--- src/rtl/inband_pkt.sv ---
// In-band packet definitions shared by the per-channel TX FIFO reader and RX FIFO writer.
package inband_pkt;

    localparam int unsigned HDR_OVERRUN      = 31;
    localparam int unsigned HDR_STARTOFBURST = 28;
    localparam int unsigned HDR_ENDOFBURST   = 27;
    localparam int unsigned HDR_RSSI_FLAG    = 26;
    localparam int unsigned HDR_MF_FLAG      = 25;
    localparam int unsigned HDR_CHAN_LSB     = 16;
    localparam int unsigned HDR_CHAN_W       = 5;
    localparam int unsigned HDR_RSSI_LSB     = 9;
    localparam int unsigned HDR_RSSI_W       = 6;
    localparam int unsigned HDR_PAYLOAD_LSB  = 0;
    localparam int unsigned HDR_PAYLOAD_W    = 9;

    localparam int unsigned WORD_W = 32;

    // Sample format code for 16-bit interleaved I/Q words
    localparam logic [3:0] FMT_QI16 = 4'd0;

    typedef enum logic [2:0] {
        ST_IDLE      = 3'd0,
        ST_TIMESTAMP = 3'd1,
        ST_FIRST     = 3'd2,
        ST_DATA      = 3'd3,
        ST_PAD       = 3'd4
    } pkt_state_t;

    // One payload word: Q in the upper half, I in the lower half
    typedef struct packed {
        logic [15:0] q;
        logic [15:0] i;
    } iq_sample_t;

    function automatic logic [WORD_W-1:0] make_header(
        input logic                     ovr,
        input logic                     sob,
        input logic [HDR_CHAN_W-1:0]    chan,
        input logic [HDR_RSSI_W-1:0]    rssi6,
        input logic [HDR_PAYLOAD_W-1:0] len_bytes
    );
        logic [WORD_W-1:0] h;
        h = '0;
        h[HDR_OVERRUN]                            = ovr;
        h[HDR_STARTOFBURST]                       = sob;
        h[HDR_CHAN_LSB +: HDR_CHAN_W]             = chan;
        h[HDR_RSSI_LSB +: HDR_RSSI_W]             = rssi6;
        h[HDR_PAYLOAD_LSB +: HDR_PAYLOAD_W]       = len_bytes;
        return h;
    endfunction

endpackage

--- src/rtl/chan_fifo_writer.sv ---
// RX channel packetiser: wraps strobed I/Q samples into header/timestamp/payload packets
// and writes them to the RX packet FIFO, dropping samples when a whole packet won't fit.
module chan_fifo_writer
    import inband_pkt::*;
#(
    parameter int unsigned PAYLOAD_WORDS = 126,
    parameter int unsigned FIFO_DEPTH    = 512,
    parameter int unsigned USEDW_W       = 9,
    parameter int unsigned CHANNEL       = 0
) (
    input  logic               rx_clock,
    input  logic               reset,
    input  logic               enable,
    input  logic               rx_strobe,
    input  logic [15:0]        rx_i,
    input  logic [15:0]        rx_q,
    input  logic [31:0]        timestamp_clock,
    input  logic [31:0]        rssi,
    input  logic [USEDW_W-1:0] fifo_used,
    output logic               wrreq,
    output logic [31:0]        wrdata,
    output logic               overrun,
    output logic [14:0]        debug
);

    localparam int unsigned CNT_W  = $clog2(PAYLOAD_WORDS + 1);
    localparam int unsigned FREE_W = USEDW_W + 1;

    localparam logic [CNT_W-1:0]         LAST_CNT  = CNT_W'(PAYLOAD_WORDS);
    localparam logic [FREE_W-1:0]        PKT_WORDS = FREE_W'(PAYLOAD_WORDS + 2);
    localparam logic [FREE_W-1:0]        DEPTH     = FREE_W'(FIFO_DEPTH);
    localparam logic [HDR_PAYLOAD_W-1:0] LEN_BYTES = HDR_PAYLOAD_W'(4 * PAYLOAD_WORDS);
    localparam logic [HDR_CHAN_W-1:0]    CHAN_NUM  = HDR_CHAN_W'(CHANNEL);

    pkt_state_t  state;
    logic [CNT_W-1:0] count;
    logic        ovr_pending;
    logic        sob_pending;
    iq_sample_t  hold;
    logic [31:0] ts_latch;

    logic [FREE_W-1:0] free_words_c;
    logic              space_ok_c;
    logic [CNT_W-1:0]  count_inc_c;
    iq_sample_t        sample_c;
    logic [31:0]       header_c;
    logic              unused_rssi_hi;

    // Free space is computed one bit wider than fifo_used so a full-depth FIFO cannot wrap
    assign free_words_c = DEPTH - {1'b0, fifo_used};
    assign space_ok_c   = (free_words_c >= PKT_WORDS);
    assign count_inc_c  = count + CNT_W'(1);
    assign sample_c     = '{q: rx_q, i: rx_i};
    assign header_c     = make_header(ovr_pending, sob_pending, CHAN_NUM,
                                      rssi[HDR_RSSI_W-1:0], LEN_BYTES);
    assign unused_rssi_hi = ^rssi[31:HDR_RSSI_W];

    always_ff @(posedge rx_clock) begin
        if (reset) begin
            state       <= ST_IDLE;
            count       <= '0;
            ovr_pending <= 1'b0;
            sob_pending <= 1'b1;
            hold        <= '0;
            ts_latch    <= '0;
            wrreq       <= 1'b0;
            wrdata      <= '0;
            overrun     <= 1'b0;
        end else begin
            wrreq   <= 1'b0;
            overrun <= 1'b0;

            case (state)
                ST_IDLE: begin
                    count <= '0;
                    if (!enable) begin
                        sob_pending <= 1'b1;
                    end else if (rx_strobe) begin
                        if (space_ok_c) begin
                            hold     <= sample_c;
                            ts_latch <= timestamp_clock;
                            wrreq    <= 1'b1;
                            wrdata   <= header_c;
                            state    <= ST_TIMESTAMP;
                        end else begin
                            overrun     <= 1'b1;
                            ovr_pending <= 1'b1;
                        end
                    end
                end

                ST_TIMESTAMP: begin
                    wrreq  <= 1'b1;
                    wrdata <= ts_latch;
                    state  <= ST_FIRST;
                end

                ST_FIRST: begin
                    wrreq       <= 1'b1;
                    wrdata      <= hold;
                    count       <= CNT_W'(1);
                    ovr_pending <= 1'b0;
                    sob_pending <= 1'b0;
                    state       <= (LAST_CNT == CNT_W'(1)) ? ST_IDLE : ST_DATA;
                end

                ST_DATA: begin
                    if (!enable) begin
                        state <= ST_PAD;
                    end else if (rx_strobe) begin
                        wrreq  <= 1'b1;
                        wrdata <= sample_c;
                        count  <= count_inc_c;
                        if (count_inc_c == LAST_CNT) begin
                            state <= ST_IDLE;
                        end
                    end
                end

                // Fill the remainder with zeros so every packet has full length
                ST_PAD: begin
                    wrreq  <= 1'b1;
                    wrdata <= '0;
                    count  <= count_inc_c;
                    if (count_inc_c == LAST_CNT) begin
                        sob_pending <= 1'b1;
                        state       <= ST_IDLE;
                    end
                end

                default: begin
                    state <= ST_IDLE;
                end
            endcase
        end
    end

    assign debug = {7'd0, wrreq, overrun, 3'(state), enable, rx_strobe, rx_clock};

endmodule

--- config.mk ---
export PLATFORM = sky130hd
export DESIGN_NAME = chan_fifo_writer
export DESIGN_NICKNAME = d
export VERILOG_FILES = /design/src/rtl/inband_pkt.sv /design/src/rtl/chan_fifo_writer.sv
export SDC_FILE = /design/constraint.sdc
export NUM_CORES = 1
export LEC_CHECK = 0
export ABC_AREA = 1
export CAP_MARGIN = 15
export CORE_MARGIN = 3
export CORE_UTILIZATION = 50
export CTS_CLUSTER_DIAMETER = 200
export CTS_CLUSTER_SIZE = 24
export DETAILED_ROUTE_END_ITERATION = 8
export GPL_ROUTABILITY_DRIVEN = 1
export HOLD_SLACK_MARGIN = 0.12
export PLACE_DENSITY = 0.86
export SLEW_MARGIN = 20
export SYNTH_ARGS = -nofsm -noshare
export SYNTH_HDL_FRONTEND = slang
export SYNTH_SLANG_ARGS = --single-unit
export TNS_END_PERCENT = 10
--- constraint.sdc ---
create_clock -name rx_clock -period 3 [get_ports rx_clock]
set_input_delay 0.3 -clock rx_clock [delete_from_list [all_inputs] [get_ports rx_clock]]
set_output_delay 0.3 -clock rx_clock [all_outputs]
set_load 0.03 [all_outputs]
# Yosys cells after proc, flatten, opt, wreduce, memory -nomap -nowiden
# Cells that the tools add are included.
dict set report classes {
  reduce_logical 13
  n_mux 30
  order_cmp 1
  n_addsub 2
  bitwise 3
  n_eq_ne 14
}
# op count
set ops {}
lappend ops {{$mux 32} 5}
lappend ops {{$pmux 32 s5} 1}
lappend ops {{$pmux 7 s4} 1}
lappend ops {{$mux 3} 6}
lappend ops {{$ne 2x2->1 const B} 8}
lappend ops {{$pmux 3 s5} 1}
lappend ops {{$mux 7} 2}
lappend ops {{$reduce_and 4->1} 3}
lappend ops {{$mux 1} 11}
lappend ops {{$ge 10x8->1 const B} 1}
lappend ops {{$sub 10x9->10 const A} 1}
lappend ops {{$add 7x1->7 const B} 1}
lappend ops {{$eq 7x7->1 const B} 1}
lappend ops {{$eq 3x2->1 const B} 2}
lappend ops {{$pmux 1 s3} 2}
lappend ops {{$reduce_and 3->1} 2}
lappend ops {{$reduce_and 6->1} 1}
lappend ops {{$reduce_bool 5->1} 1}
lappend ops {{$reduce_bool 4->1} 1}
lappend ops {{$reduce_or 4->1} 1}
lappend ops {{$eq 3x1->1 const B} 1}
lappend ops {{$eq 3x3->1 const B} 1}
lappend ops {{$logic_not 3->1} 1}
lappend ops {{$ne 3x3->1 const B} 1}
lappend ops {{other kinds (5)} 7}
dict set report word_totals {
  ff_bits 110
  wordCells 73
  in_bits 109
}

# Logic depth before layout (Yosys ltp)
# Gate-level depths: netlist of run 1.
dict set report depth {
  depth_word 6
  ltp_mapped 11
}

==> results.py, run 1 <==
metrics = {
    "run": {
        "cap_viol_max_count": 0,
    },
    "grt": {
        "grt_antenna_before_repair": 0,
        "grt_pass1_wl_um": 21700,
        "track_usage": 0.242,
        "grt_max_degree": 86,
        "grt-ovfl-total": 0,
        "grt_pass1_vias": 4785,
    },
    "route": {
        "vias": 4771,
        "drt-initial-drc-count": 174,
        "ant_nets": 0,
        "drt-vias-per-instance": 5.34,
        "drt-wirelength-per-cell_um": 14.7,
        "firstDrtPassIters": 5,
        "route.detailed.drc": 0,
        "finalWirelength_um": 13200,
    },
    "placement": {
        "place_hpwl_um": 8970,
        "io_buffers": 124,
        "gp_congestion": 0.845,
        "preCtsSetupSlack_ps": 636,
    },
    "finish": {
        "register_area_um2": 2200,
        "num_antenna_cells": 0,
        "multi_input_area_um2": 2030,
        "fill_cells": 809,
        "areaGrowthSynthToFinish_pct": 31.1,
        "drive_above_1_share": 0.0627,
        "fin_nets": 871,
    },
    "power_and_ir_drop": {
        "total_power_mw": 3.60,
        "p_leak_nw": 2.39,
        "peakVddDrop_mv": 0.435,
        "powerDensity_nw_per_um2": 572,
    },
    "sta": {
        "setup_viol": 0,
        "slew_headroom": 0.615,
        "final.setup_skew_ps": 7.33,
        "worst_slack_ps": 394,
        "tightest_slew_ps": 573,
        "hold_violations": 0,
        "setup_tns_ps": 0,
        "final_max_slew_viol_count": 0,
        "rsz0062_at_grt": "no",
    },
    "setup_path": {
        "critPathMaxStageDelay_ps": 580,
        "path_cells": "clkbuf_8, clkbuf_8, clkdlybuf4s50_1",
        "crit_path_end_kind": "output port",
        "crit_path_frequent_cell": "clkbuf_8",
        "arrival_ps": 2310,
        "required_ps": 2700,
        "worstSetupPathType": "clock port to output port",
        "crit_fanout": 2,
        "crit_slowest_cell": "clkdlybuf4s50_1",
        "startpoint_type": "clock port",
    },
    "synthesis": {
        "synthCells": 660,
        "yosysWarnings": 0,
        "yosys.area.top_type": "dfxtp_1",
        "synth.top_cell.area_share": 0.459,
        "synth-async-reset-ratio": 0,
        "syn-cell-area_um2": 4800,
        "synth_area_leaders": "dfxtp_1, a21oi_1, o21ai_0",
        "synth-xor-area-share": 0.00183,
        "syn_avg_cell_area_um2": 7.27,
        "synth-adder-area-share": 0.00522,
        "ys_types": 27,
        "synth_top_family_by_area": "compound AO/OA/AOI/OAI gates",
        "ys.flop_type": "dfxtp_1",
        "synth-seq-area-share": 0.459,
        "synth_mux_area_frac": 0,
        "yosys.area_share.simple": 0.147,
        "yosys_register_bits": 110,
        "synth_compound_area_frac": 0.259,
        "synth_edf_count": 0,
    },
    "status": {
        "status": "finished clean",
    },
    "clock_network": {
        "cts_setup_buffers": 0,
        "cts_resized": 0,
        "cts_hold_buf": 0,
        "cts_tree": "yes",
        "clk_pin_slew_ps": 110,
        "clkLatencyLatePin_ps": 470,
    },
    "floorplanning": {
        "die_w_um": 104,
        "initial_core_util": 0.517,
        "pin_count": 158,
        "rows": 35,
        "coreArea_um2": 9280,
        "dieArea_um2": 10800,
        "dieHeight_um": 104,
    },
    "worst_hold_path": {
        "hp-class": "input port to register",
    },
}
==> per-stage QoR <==
step | cell area [µm²] | std cells | hold slack [ps] | utilization
3_3_place_gp | 6060 | 875 | 431 | 0.652
5_1_grt | 6290 | 894 | 417 | 0.678
6_report | 6290 | 894 | 440 | 0.678
4_1_cts | 6290 | 894 | 430 | 0.678
3_5_place_dp | 6060 | 875 | 437 | 0.652
2_1_floorplan | 4820 | 666 | 378 | -
==> path summary, 6_finish.rpt <==
path / cells after the start / from / slack, ps / to
worst max register to register: 11 / state[1] / 950 / wrdata[24]
worst min register to register: 2 / hold[5] / 450 / hold[5]
worst max-delay path: 3 / rx_clock / 390 / debug[0]
worst min-delay path: 3 / timestamp_clock[20] / 440 / ts_latch[20]
==> kinds of logic (layout without fill, tap and decap cells) <==
family,after synthesis,in the layout
flops,110,110
compound gates,235,235
fa+ha+maj,2,2
other cells,1,7
xor+xnor,1,1
simple gates,170,170
buf+inv,141,240
==> area by class of cell <==
cell class	instances	area share
Sequential cell	110	0.350
Multi-Input combinational cell	415	0.323
Tap cell	129	0.0257
Clock buffer	14	0.0300
Inverter	88	0.0525
Clock inverter	6	0.00895
Timing Repair Buffer	132	0.210
==> cell usage in the layout, fill, tap and decap left out, types with 2 or more instances in the layout <==
| cell | count |
|---|---|
| nand2_2 | 3 |
| clkdlybuf4s50_1 | 124 |
| inv_1 | 78 |
| clkbuf_8 | 13 |
| inv_6 | 2 |
| o21ai_1 | 30 |
| buf_12 | 2 |
| dfxtp_1 | 110 |
| inv_2 | 10 |
| nand2_1 | 80 |
| nor2_1 | 59 |
| buf_4 | 7 |
| a21oi_1 | 98 |
| nand3_1 | 20 |
| o22ai_1 | 24 |
| ha_1 | 2 |
| clkinv_4 | 2 |
| o2111ai_1 | 8 |
| o21ai_0 | 72 |
| conb_1 | 7 |
==> sequential cells by signal, indices dropped and copies added, names as in the netlist <==
| register | cells |
|---|---|
| sob_pending | 1 |
| hold | 32 |
| state | 3 |
| ovr_pending | 1 |
| wrreq | 1 |
| wrdata | 32 |
| count | 7 |
| overrun | 1 |
| ts_latch | 32 |
==> power by group <==
part	total [mW]	internal, mW	switching, mW
Combinational	0.898	0.367	0.530
Sequential	1.67	1.60	0.0638
Clock	1.03	0.448	0.585
==> synthesized netlist by cell type, types with 9 or more instances <==
cell and count:
nand2_1 80, a21oi_1 98, inv_2 9, o21ai_1 30, nor2_1 59, dfxtp_1 110
buf_4 15, buf_2 18, o22ai_1 24, clkbuf_1 20, o21ai_0 72, nand3_1 21
inv_1 79
==> per-layer routing <==
layer | track usage | wire (µm) | vias up
met4 | 0.0959 | 284 | 0
met2 | 0.429 | 6770 | 157
met5 | 0 | 0 | -
met3 | 0.0602 | 742 | 28
met1 | 0.278 | 5370 | 2235
li1 | - | - | 2351
==> critical path, delay by kind of cell <==
kind | cells | cell delay, ps
buf+inv | 3 | 810
No activity file was read; power rests on OpenSTA's default activity.
==> run 2: changes to the inputs <==
--- a/config.mk
+++ b/config.mk
@@ -7,7 +7,6 @@
 export LEC_CHECK = 0
 export ABC_AREA = 1
 export CAP_MARGIN = 15
-export CORE_MARGIN = 3
 export CORE_UTILIZATION = 50
 export CTS_CLUSTER_DIAMETER = 200
 export CTS_CLUSTER_SIZE = 24
==> results.py, run 2 (synthesized netlist as in run 1, its figures left out) <==
metrics = {
    "setup_path": {
        "arrival_ps": 2310,
        "r2r_end": "wrdata[12]",
        "worstSetupPathType": "clock port to output port",
        "r2r_start": "state[0]",
        "r2r.worst_path.cells": 10,
        "reg2reg_slack_ps": 1000,
        "crit_path_end_kind": "output port",
        "cp_top_family": "buffers and inverters",
        "crit_end": "debug[0]",
        "cp.depth": 3,
        "path_buf_inv": 3,
        "path_cells": "clkbuf_8, clkbuf_8, clkdlybuf4s50_1",
        "startpoint": "rx_clock",
        "crit_slowest_cell": "clkdlybuf4s50_1",
        "crit_fanout": 2,
        "required_ps": 2700,
        "crit_path_frequent_cell": "clkbuf_8",
        "startpoint_type": "clock port",
        "critPathMaxStageDelay_ps": 580,
    },
    "sta": {
        "final_max_slew_viol_count": 0,
        "hold_violations": 0,
        "fin_hold_ws_ps": 455,
        "rsz0062_at_grt": "no",
        "slew_headroom": 0.588,
        "setup_tns_ps": 0,
        "tightest_slew_ps": 614,
        "worst_slack_ps": 394,
        "final.setup_skew_ps": 10.8,
        "setup_viol": 0,
    },
    "route": {
        "drt-vias-per-instance": 5.30,
        "drt-initial-drc-count": 198,
        "route.detailed.drc": 0,
        "ant_nets": 0,
        "firstDrtPassIters": 5,
        "finalWirelength_um": 12500,
        "drt-wirelength-per-cell_um": 14.0,
        "vias": 4738,
    },
    "floorplanning": {
        "rows": 35,
        "dieArea_um2": 9990,
        "coreArea_um2": 9280,
        "dieHeight_um": 100,
        "pin_count": 158,
        "initial_core_util": 0.517,
        "die_w_um": 100,
    },
    "clock_network": {
        "clkLatencyLatePin_ps": 460,
        "clk_pin_slew_ps": 90,
        "cts_tree": "yes",
        "cts_setup_buffers": 0,
        "cts_resized": 0,
        "cts_hold_buf": 0,
    },
    "grt": {
        "grt_antenna_before_repair": 0,
        "track_usage": 0.250,
        "grt_max_degree": 45,
        "grt_pass1_wl_um": 20100,
        "grt-ovfl-total": 0,
        "grt_pass1_vias": 4458,
    },
    "finish": {
        "fin_util": 0.681,
        "mostFrequentLayoutCells": "clkdlybuf4s50_1, dfxtp_1, a21oi_1, nand2_1, inv_1",
        "areaGrowthSynthToFinish_pct": 31.8,
        "fill_cells": 778,
        "final_common_cell": "clkdlybuf4s50_1",
        "num_antenna_cells": 0,
        "reg.largest.list": "hold (32), ts_latch (32), wrdata (32)",
        "fin_nets": 871,
        "drive_above_1_share": 0.0601,
    },
    "placement": {
        "place_hpwl_um": 8560,
        "preCtsSetupSlack_ps": 636,
        "gp_congestion": 0.870,
        "io_buffers": 124,
    },
    "power_and_ir_drop": {
        "p_comb_frac": 0.244,
        "p_leak_nw": 2.40,
        "powerDensity_nw_per_um2": 581,
        "peakVddDrop_mv": 0.409,
        "sequentialPowerShare": 0.453,
        "internal_power_mw": 2.55,
        "swShare": 0.305,
        "switchingPower_mw": 1.12,
        "clockPowerShare": 0.303,
    },
    "worst_hold_path": {
        "hp-class": "register to register",
    },
    "status": {
        "status": "finished clean",
    },
    "run": {
        "cap_viol_max_count": 0,
    },
}
## run 2: cell types whose count changed in the layout (fill, tap and decap cells not counted), sizes merged
cell and delta:
bufinv +2, clkbuf +1, clkinv -3, clkinvlp +1
inv -1
## run 2: worst min-delay path by stage
stage,start,to,slack [ps],depth (start not counted)
6_report,ts_latch[14],ts_latch[14],450,2
5_1_grt,timestamp_clock[17],ts_latch[17],440,3
4_1_cts,timestamp_clock[17],ts_latch[17],430,3
3_5_place_dp,hold[5],hold[5],440,2
3_3_place_gp,hold[28],hold[28],430,2
2_1_floorplan,reset,ovr_pending,380,1
## run 2: per-layer routing
metal / vias to the layer above / GRT usage / routed length, µm
met5: - / 0 / 0
met4: 0 / 0.0950 / 265
met3: 22 / 0.0508 / 701
met2: 171 / 0.441 / 6200
met1: 2186 / 0.300 / 5310
li1: 2359 / - / -
## run 2: per-stage QoR
step | cell area (µm²) | total power, mW | std cells
after floorplan | 4820 | 2.28 | 666
after global placement | 6070 | 2.62 | 875
after detailed placement | 6070 | 2.64 | 875
after CTS | 6320 | 3.70 | 894
after global routing | 6320 | 3.85 | 894
final | 6320 | 3.67 | 894
## run 2: worst register-to-register path, stage by stage (launching register included)
cell	delay (ps)
dfxtp_1	360
inv_2	120
nand2_2	90
nor2_2	220
inv_2	60
nand2_1	60
nand3_1	90
nand2_2	400
inv_2	260
nor2_1	170
nor2_1	60
## run 2: layout make-up
type,instances,area [µm²],area share
Sequential cell,110,2200,0.348
Multi-Input combinational cell,415,2030,0.321
Timing Repair Buffer,132,1340,0.211
Inverter,88,330,0.0522
Clock buffer,15,183,0.0289
Tap cell,129,161,0.0255
Clock inverter,5,81.3,0.0129
## run 2: power by group through the flow
stage	Combinational (mW)	Sequential [mW]	Clock, mW
final	0.898	1.66	1.11
after global routing	0.975	1.68	1.19
after floorplan	0.399	1.83	0.0499
after detailed placement	0.891	1.70	0.0555
after global placement	0.872	1.69	0.0555
after CTS	0.895	1.66	1.14
==> run 3: changes to the inputs <==
--- a/config.mk
+++ b/config.mk
@@ -7,13 +7,13 @@
 export LEC_CHECK = 0
 export ABC_AREA = 1
 export CAP_MARGIN = 15
-export CORE_UTILIZATION = 50
+export CORE_UTILIZATION = 46
 export CTS_CLUSTER_DIAMETER = 200
 export CTS_CLUSTER_SIZE = 24
 export DETAILED_ROUTE_END_ITERATION = 8
 export GPL_ROUTABILITY_DRIVEN = 1
 export HOLD_SLACK_MARGIN = 0.12
-export PLACE_DENSITY = 0.86
+export PLACE_DENSITY = 0.8
 export SLEW_MARGIN = 20
 export SYNTH_ARGS = -nofsm -noshare
 export SYNTH_HDL_FRONTEND = slang
==> constraint.sdc (replaced) <==
create_clock -name rx_clock -period 2.9 [get_ports rx_clock]
set_input_delay 0.29 -clock rx_clock [delete_from_list [all_inputs] [get_ports rx_clock]]
set_output_delay 0.29 -clock rx_clock [all_outputs]
set_load 0.03 [all_outputs]
==> results.py, run 3 (synthesized netlist as in run 1, its figures left out) <==
metrics = {
    "setup_path": {
        "r2r.worst_path.cells": 11,
        "required_ps": 2610,
        "crit_path_end_kind": "output port",
        "crit_fanout": 2,
        "r2r_end": "wrdata[25]",
        "worstSetupPathType": "clock port to output port",
        "r2r_start": "state[0]",
        "arrival_ps": 2250,
        "startpoint_type": "clock port",
        "reg2reg_slack_ps": 900,
    },
    "route": {
        "route.detailed.drc": 0,
        "vias": 4643,
        "drt-vias-per-instance": 5.18,
        "firstDrtPassIters": 5,
        "drt-wirelength-per-cell_um": 14.0,
        "drt-initial-drc-count": 250,
        "ant_nets": 0,
        "finalWirelength_um": 12500,
    },
    "floorplanning": {
        "initial_core_util": 0.482,
        "die_w_um": 104,
        "dieHeight_um": 104,
        "rows": 36,
        "pin_count": 158,
        "coreArea_um2": 9950,
        "dieArea_um2": 10800,
    },
    "worst_hold_path": {
        "hold_depth": 3,
        "whs_endpoint": "ts_latch[21]",
        "hp-class": "input port to register",
        "min-delay-start": "timestamp_clock[21]",
    },
    "grt": {
        "grt_antenna_before_repair": 0,
        "grt-ovfl-total": 0,
        "grt_pass1_vias": 4339,
        "track_usage": 0.235,
        "grt_max_degree": 129,
        "grt_pass1_wl_um": 20500,
    },
    "sta": {
        "slew_headroom": 0.589,
        "tightest_slew_ps": 613,
        "rsz0062_at_grt": "no",
        "hold_violations": 0,
        "setup_viol": 0,
        "final.setup_skew_ps": 12.6,
        "setup_tns_ps": 0,
        "final_max_slew_viol_count": 0,
    },
    "clock_network": {
        "clk_pin_slew_ps": 110,
        "clkLatencyLatePin_ps": 490,
        "cts_setup_buffers": 0,
        "cts_tree": "yes",
        "cts_resized": 0,
        "cts_hold_buf": 0,
    },
    "finish": {
        "reg.largest.list": "hold (32), ts_latch (32), wrdata (32)",
        "mostFrequentLayoutCells": "clkdlybuf4s50_1, dfxtp_1, a21oi_1, nand2_1, inv_1",
        "final_common_cell": "clkdlybuf4s50_1",
        "areaGrowthSynthToFinish_pct": 31.2,
        "drive_above_1_share": 0.0590,
        "num_antenna_cells": 0,
        "fin_nets": 869,
        "fin_util": 0.632,
    },
    "run": {
        "cap_viol_max_count": 0,
    },
    "power_and_ir_drop": {
        "powerDensity_nw_per_um2": 599,
        "peakVddDrop_mv": 0.289,
        "p_leak_nw": 2.38,
    },
    "status": {
        "status": "finished clean",
    },
    "placement": {
        "gp_congestion": 0.873,
        "io_buffers": 124,
        "place_hpwl_um": 8190,
    },
}
run 3: power by group:
| part | total (mW) | switching (mW) | internal [mW] |
|---|---|---|---|
| clock network | 1.13 | 0.589 | 0.544 |
| logic | 0.921 | 0.543 | 0.378 |
| registers | 1.72 | 0.0625 | 1.66 |
| total | 3.77 | 1.19 | 2.58 |
run 3: worst max-delay path, cell delays in order:
cell and delay [ps]:
clkbuf_8 110, clkbuf_8 110, clkdlybuf4s50_1 580
run 3: routing by layer:
metal,share of wire,global-route usage,wire (µm)
met1,0.45,0.292,5640
met2,0.47,0.388,5880
met3,0.054,0.0520,678
met4,0.026,0.105,327
met5,0,0,0
run 3: worst max path at each step:
stage	from	endpoint	slack, ps
CTS	rx_clock	debug[0]	350
global placement	rx_clock	debug[0]	600
floorplan	rx_clock	debug[0]	1010
global route	rx_clock	debug[0]	340
finish	rx_clock	debug[0]	360
detailed placement	rx_clock	debug[0]	600
run 3: cell type report:
| class | instances | area (µm²) |
|---|---|---|
| Fill cell | 860 | 3660 |
| Multi-Input combinational cell | 415 | 2030 |
| Timing Repair Buffer | 130 | 1310 |
| Clock buffer | 15 | 193 |
| Clock inverter | 5 | 66.3 |
| Tap cell | 133 | 166 |
| Sequential cell | 110 | 2200 |
| Inverter | 88 | 330 |
run 3: stage by stage:
step                      hold WS (ps)  std cells  power (mW)  setup slack (ps)  instance area, µm²
final                              425        896        3.77               358                6300
after global routing               424        896        3.96               340                6300
after CTS                          408        896        3.80               348                6300
after detailed placement           438        877        2.73               596                6050
after global placement             433        877        2.70               596                6050
after floorplan                    368        666        2.35              1010                4820
